### src/rtl/bennett_square_clkgen.sv
// Bennett-clock generator for the adiabatic MIPS core.
// A step counter sweeps 0..2*WIDTH; the phase clocks rise one per clk in
// ascending order, hold for a two-clk plateau, then fall in reverse order,
// giving the nested Bennett envelope. Step 0 is the idle slot between cycles.
// Every output is a flop decoded from the counter's next value, so outputs
// change on the same edge as the counter and never glitch.
//
// Handshake: none. The block free-runs whenever reset is low; consumers
// sample clkp/Mclk/instFlag as plain registered levels.
module bennett_square_clkgen #(
  parameter int WIDTH = 11
) (
  input  logic             clk,
  input  logic             reset,
  output logic [0:WIDTH-1] clkp,
  output logic             Mclk,
  output logic             instFlag
);

  localparam int LAST = 2 * WIDTH;
  localparam int SW   = $clog2(2 * WIDTH + 1);

  logic [SW-1:0]    r_s;
  logic [SW-1:0]    w_s_next;
  int               w_s_int;
  logic [0:WIDTH-1] w_clkp_next;
  logic             w_mclk_next;
  logic             w_inst_next;

  // Next step value: count up, wrap from the last falling step to idle.
  always_comb begin
    w_s_next = (r_s == SW'(LAST)) ? '0 : r_s + SW'(1);
    w_s_int  = 32'(w_s_next);
  end

  // Decode the next step into phase, plateau and idle-slot levels.
  always_comb begin
    w_clkp_next = '0;
    for (int i = 0; i < WIDTH; i++) begin
      w_clkp_next[i] = (w_s_int >= i + 1) && (w_s_int <= LAST - i);
    end
    w_mclk_next = (w_s_int == WIDTH) || (w_s_int == WIDTH + 1);
    w_inst_next = (w_s_int == 0);
  end

  // Register the counter and all decoded outputs; reset forces everything low.
  always_ff @(posedge clk) begin
    if (reset) begin
      r_s      <= '0;
      clkp     <= '0;
      Mclk     <= 1'b0;
      instFlag <= 1'b0;
    end else begin
      r_s      <= w_s_next;
      clkp     <= w_clkp_next;
      Mclk     <= w_mclk_next;
      instFlag <= w_inst_next;
    end
  end

endmodule

### config.mk
export PLATFORM = sky130hd
export DESIGN_NAME = bennett_square_clkgen
export DESIGN_NICKNAME = d
export VERILOG_FILES = /design/src/rtl/bennett_square_clkgen.sv
export SDC_FILE = /design/constraint.sdc
export NUM_CORES = 1
export LEC_CHECK = 0
export ABC_AREA = 0
export BUFFER_PORTS_ARGS = -buffer_cell sky130_fd_sc_hd__buf_4
export CORE_UTILIZATION = 30
export DETAILED_ROUTE_END_ITERATION = 10
export HOLD_SLACK_MARGIN = 0.1
export SKIP_LAST_GASP = 1
export SLEW_MARGIN = 20
export SYNTH_ARGS = -nofsm -noshare
export SYNTH_HDL_FRONTEND = slang
export SYNTH_SLANG_ARGS = --single-unit
### constraint.sdc
create_clock -name clk -period 3.5 [get_ports clk]
set_clock_uncertainty 0.15 [all_clocks]
set_input_delay 0.7 -clock clk [delete_from_list [all_inputs] [get_ports clk]]
set_output_delay 0.7 -clock clk [all_outputs]
set_load 0.1 [all_outputs]
==> results.env <==
OUTCOME='complete, but fails checks'
CTS.REPORTEDPATHS.CLKPINSLEW_NS=0.11
FAILED_CHECKS='DRC'
R2R_CELLS=5
DIE-HEIGHT_UM=57.59
HOLD_CLASS='reg -> reg'
FINAL-SETUP-VIOL-COUNT=0
AREA.GROWTH.SYNTH_TO_FINAL_PCT=15.39
SYNTHESIS.AREA_UM2=927.1
CTS-HTREE-LEVELS=1
ANTENNA_FOUND_INITIAL=0
FINISH.INSTANCE_AREA_UM2=1070
CLKSINKCOUNT=18
POWER.IR.VDD_WORST_uV=178.5
WL_MM=1.920
GRT_START_MAX_NET_PINS=16
VIA_DENSITY_PER_INSTANCE=5.489
POST-DP-HPWL_MM=1.371
ANTENNA-DIODE-COUNT=0
CP-START-KIND='flip-flop'
SYNTH_ENABLE_FLOP_CELLS=0
FLOORPLAN.DIE_AREA_UM2=3317
GRT_SETUP_UNREPAIRED='false'
SYNTH-ASYNC-RESET-RATIO_PCT=0
CRITICAL_PATH.REG2REG.ENDPOINT='clkp[2]'
SETUP-TNS-FINAL_NS=0
GPL.FINAL_WEIGHTED_CONGESTION=0.8791
CLOCK_LATENCY_NS=0.30
FIN_NETS=115
PLACEMENT.IO_BUFFERS=14
PLACEABLECOREAREA_UM2=2853
PLACED_CELLS=135
DETAILED_PLACE.AREA_UM2=1033
SYNTH_FF_TYPE='sky130_fd_sc_hd__dfxtp_1'
LEAKAGE_nW=0.4351
CTS.HOLD.BUFFERS_ADDED=0
FINAL_ANTENNA_NET_COUNT=0
CTSRESIZECOUNT=0
POWER_mW=0.4886
CRITICAL_PATH.ENDPOINT_TYPE='flip-flop'
GR-TOTAL-OVERFLOW=0
CLOCKBUFFERDEPTH=2
FINAL_CELL_COUNT_NO_FILL=139
WORSTPATHREQUIRED_NS=3.56
WORST_HOLD_PATH.ENDPOINT='r_s[0]'
LAYOUT_COMMONEST_CELL='sky130_fd_sc_hd__dfxtp_1'
DIE_WIDTH_UM=57.59
POWER.DENSITY_CELL_AREA_nW_PER_UM2=456.7
CTS_MADE_BUFFERS=3
SLEW_VIOL_FINAL=0
PATH_CLASS='reg -> reg'
IOPINCOUNT=15
MAXCAPVIOLATIONS=0
CTS_SETUP_BUFFERS=0
CRITICAL_PATH.MAX_FANOUT=10
ROUTE.DETAILED.WL_PER_INST_UM=13.81
FINAL_CELL_MIX='sky130_fd_sc_hd__dfxtp_1 (18), sky130_fd_sc_hd__buf_4 (14), sky130_fd_sc_hd__a21oi_1 (7), sky130_fd_sc_hd__nor2_1 (7)'
TIMING.SLEW.HEADROOM_PCT=62.68
SYNTH.YOSYS.SEQ_AREA_SHARE_PCT=38.87
FLOORPLAN.INITIALDENSITY_PCT=32.50
SYN-MEAN-INSTANCE-AREA_UM2=9.759
GRT.TOTAL_USAGE_PCT=13.03
MIN_PERIOD_OVER_PERIOD_PCT=62.43
NUM_ROWS=19
SYNTH_SEQ_CELLS=18
REG2REG_SLACK_NS=1.32
YS.WARNINGS.COUNT=0
CLOCK_TREE.ROOT_CELL='sky130_fd_sc_hd__clkbuf_4'
FIN_CRIT_NS=2.185
GRT_PASS1_VIAS=710
SYN-NUM-NETS=101
CRIT_REG_REG_STARTPOINT='r_s[0]'
FINAL-HOLD-VIOLATION-COUNT=0
FIRST_ITER_VIOLATIONS=33
TIMING_WORST_SLEW_PIN_VALUE_NS=0.5565
NETLIST-CELL-TYPE-COUNT=42
WORSTPATHARRIVAL_NS=2.24
DRT_PASS1_ITERATIONS=7
TIMING.FMAX_MHz=457.7
VIAS=763
WORST_HOLD_PATH.NUM_CELLS=1
HOLD_PATH.STARTPOINT='r_s[0]'
FIRST_PASS_GRT_WIRE_LENGTH_MM=3.256
NETLIST_INSTANCES=95
POST_ROUTE_CELLS_DRIVE_ABOVE_1_SHARE_PCT=23.15
TRITONCTS='done'
DRC_ERRORS=3
==> state kept, by name, summed over array words and instances, names as in the netlist <==
register	flops
clkp	11
instFlag	1
r_s	5
Mclk	1
==> final cells by class <==
| class | instances | area (µm²) |
|---|---|---|
| timing repair buffer | 14 | 105.1 |
| clock buffer | 4 | 36.28 |
| inverter | 3 | 11.26 |
| multi-input combinational | 69 | 518.0 |
| tap | 31 | 38.79 |
| sequential | 18 | 360.3 |
| fill | 296 | 1783 |
==> cells by family after synthesis <==
family | Yosys count | share of synthesized area, %
AND/OR/NAND/NOR | 35 | 24.29
AO/OA/AOI/OAI | 25 | 19.70
adder cells (fa/ha/maj) | 4 | 5.398
flip-flops | 18 | 38.87
XOR/XNOR | 3 | 2.835
buffers and inverters | 8 | 5.264
multiplexers | 2 | 3.643
==> stage by stage <==
stage | util [%] | setup WS, ns | hold slack (ns)
after floorplan | - | 1.575 | 0.4038
after global placement | 36.23 | 1.410 | 0.4381
after detailed placement | 36.23 | 1.345 | 0.4567
after CTS | 37.50 | 1.302 | 0.4718
after global routing | 37.50 | 1.133 | 0.5041
final | 37.50 | 1.315 | 0.4679
==> how the worst max path moves through the flow <==
stage	startpoint	end	slack, ns	depth (start not counted)
after floorplan	r_s[0]	clkp[8]	1.58	6
after global placement	r_s[0]	clkp[2]	1.41	5
after detailed placement	r_s[0]	clkp[2]	1.35	5
after CTS	r_s[0]	clkp[2]	1.30	5
after global routing	r_s[0]	clkp[2]	1.13	6
final	r_s[0]	clkp[2]	1.32	5
==> per-layer routing <==
layer | GRT usage [%] | wire length, µm | vias to the layer above
met5 | 0 | 0 | -
met4 | 8.362 | 53 | 0
met3 | 2.041 | 87 | 5
met2 | 20.43 | 847 | 21
met1 | 16.57 | 932 | 357
li1 | - | - | 380
==> critical path, cell delays in order, from the launching register on <==
cell                       delay, ns
sky130_fd_sc_hd__dfxtp_1        0.49
sky130_fd_sc_hd__inv_1          0.19
sky130_fd_sc_hd__ha_1           0.45
sky130_fd_sc_hd__o211ai_1       0.41
sky130_fd_sc_hd__a21oi_1        0.13
sky130_fd_sc_hd__a311oi_1       0.27
==> cell usage after synthesis, types with 3 or more instances <==
cell / instances / area (µm²)
sky130_fd_sc_hd__dfxtp_1: 18 / 360.4
sky130_fd_sc_hd__nor2_1: 7 / 26.28
sky130_fd_sc_hd__o32ai_1: 3 / 26.28
sky130_fd_sc_hd__inv_1: 3 / 11.26
sky130_fd_sc_hd__nand2_1: 4 / 15.01
sky130_fd_sc_hd__xor2_1: 3 / 26.28
sky130_fd_sc_hd__ha_1: 4 / 50.05
sky130_fd_sc_hd__a21oi_1: 7 / 35.03
==> power by group <==
| group | internal, mW | leakage (nW) | switching (mW) | total [mW] |
|---|---|---|---|---|
| Sequential | 0.216 | 0.147 | 0.00735 | 0.223 |
| Clock | 0.0635 | 0.0210 | 0.0671 | 0.131 |
| Combinational | 0.0332 | 0.267 | 0.102 | 0.135 |
Note: power is estimated with default switching activity, not from simulation.
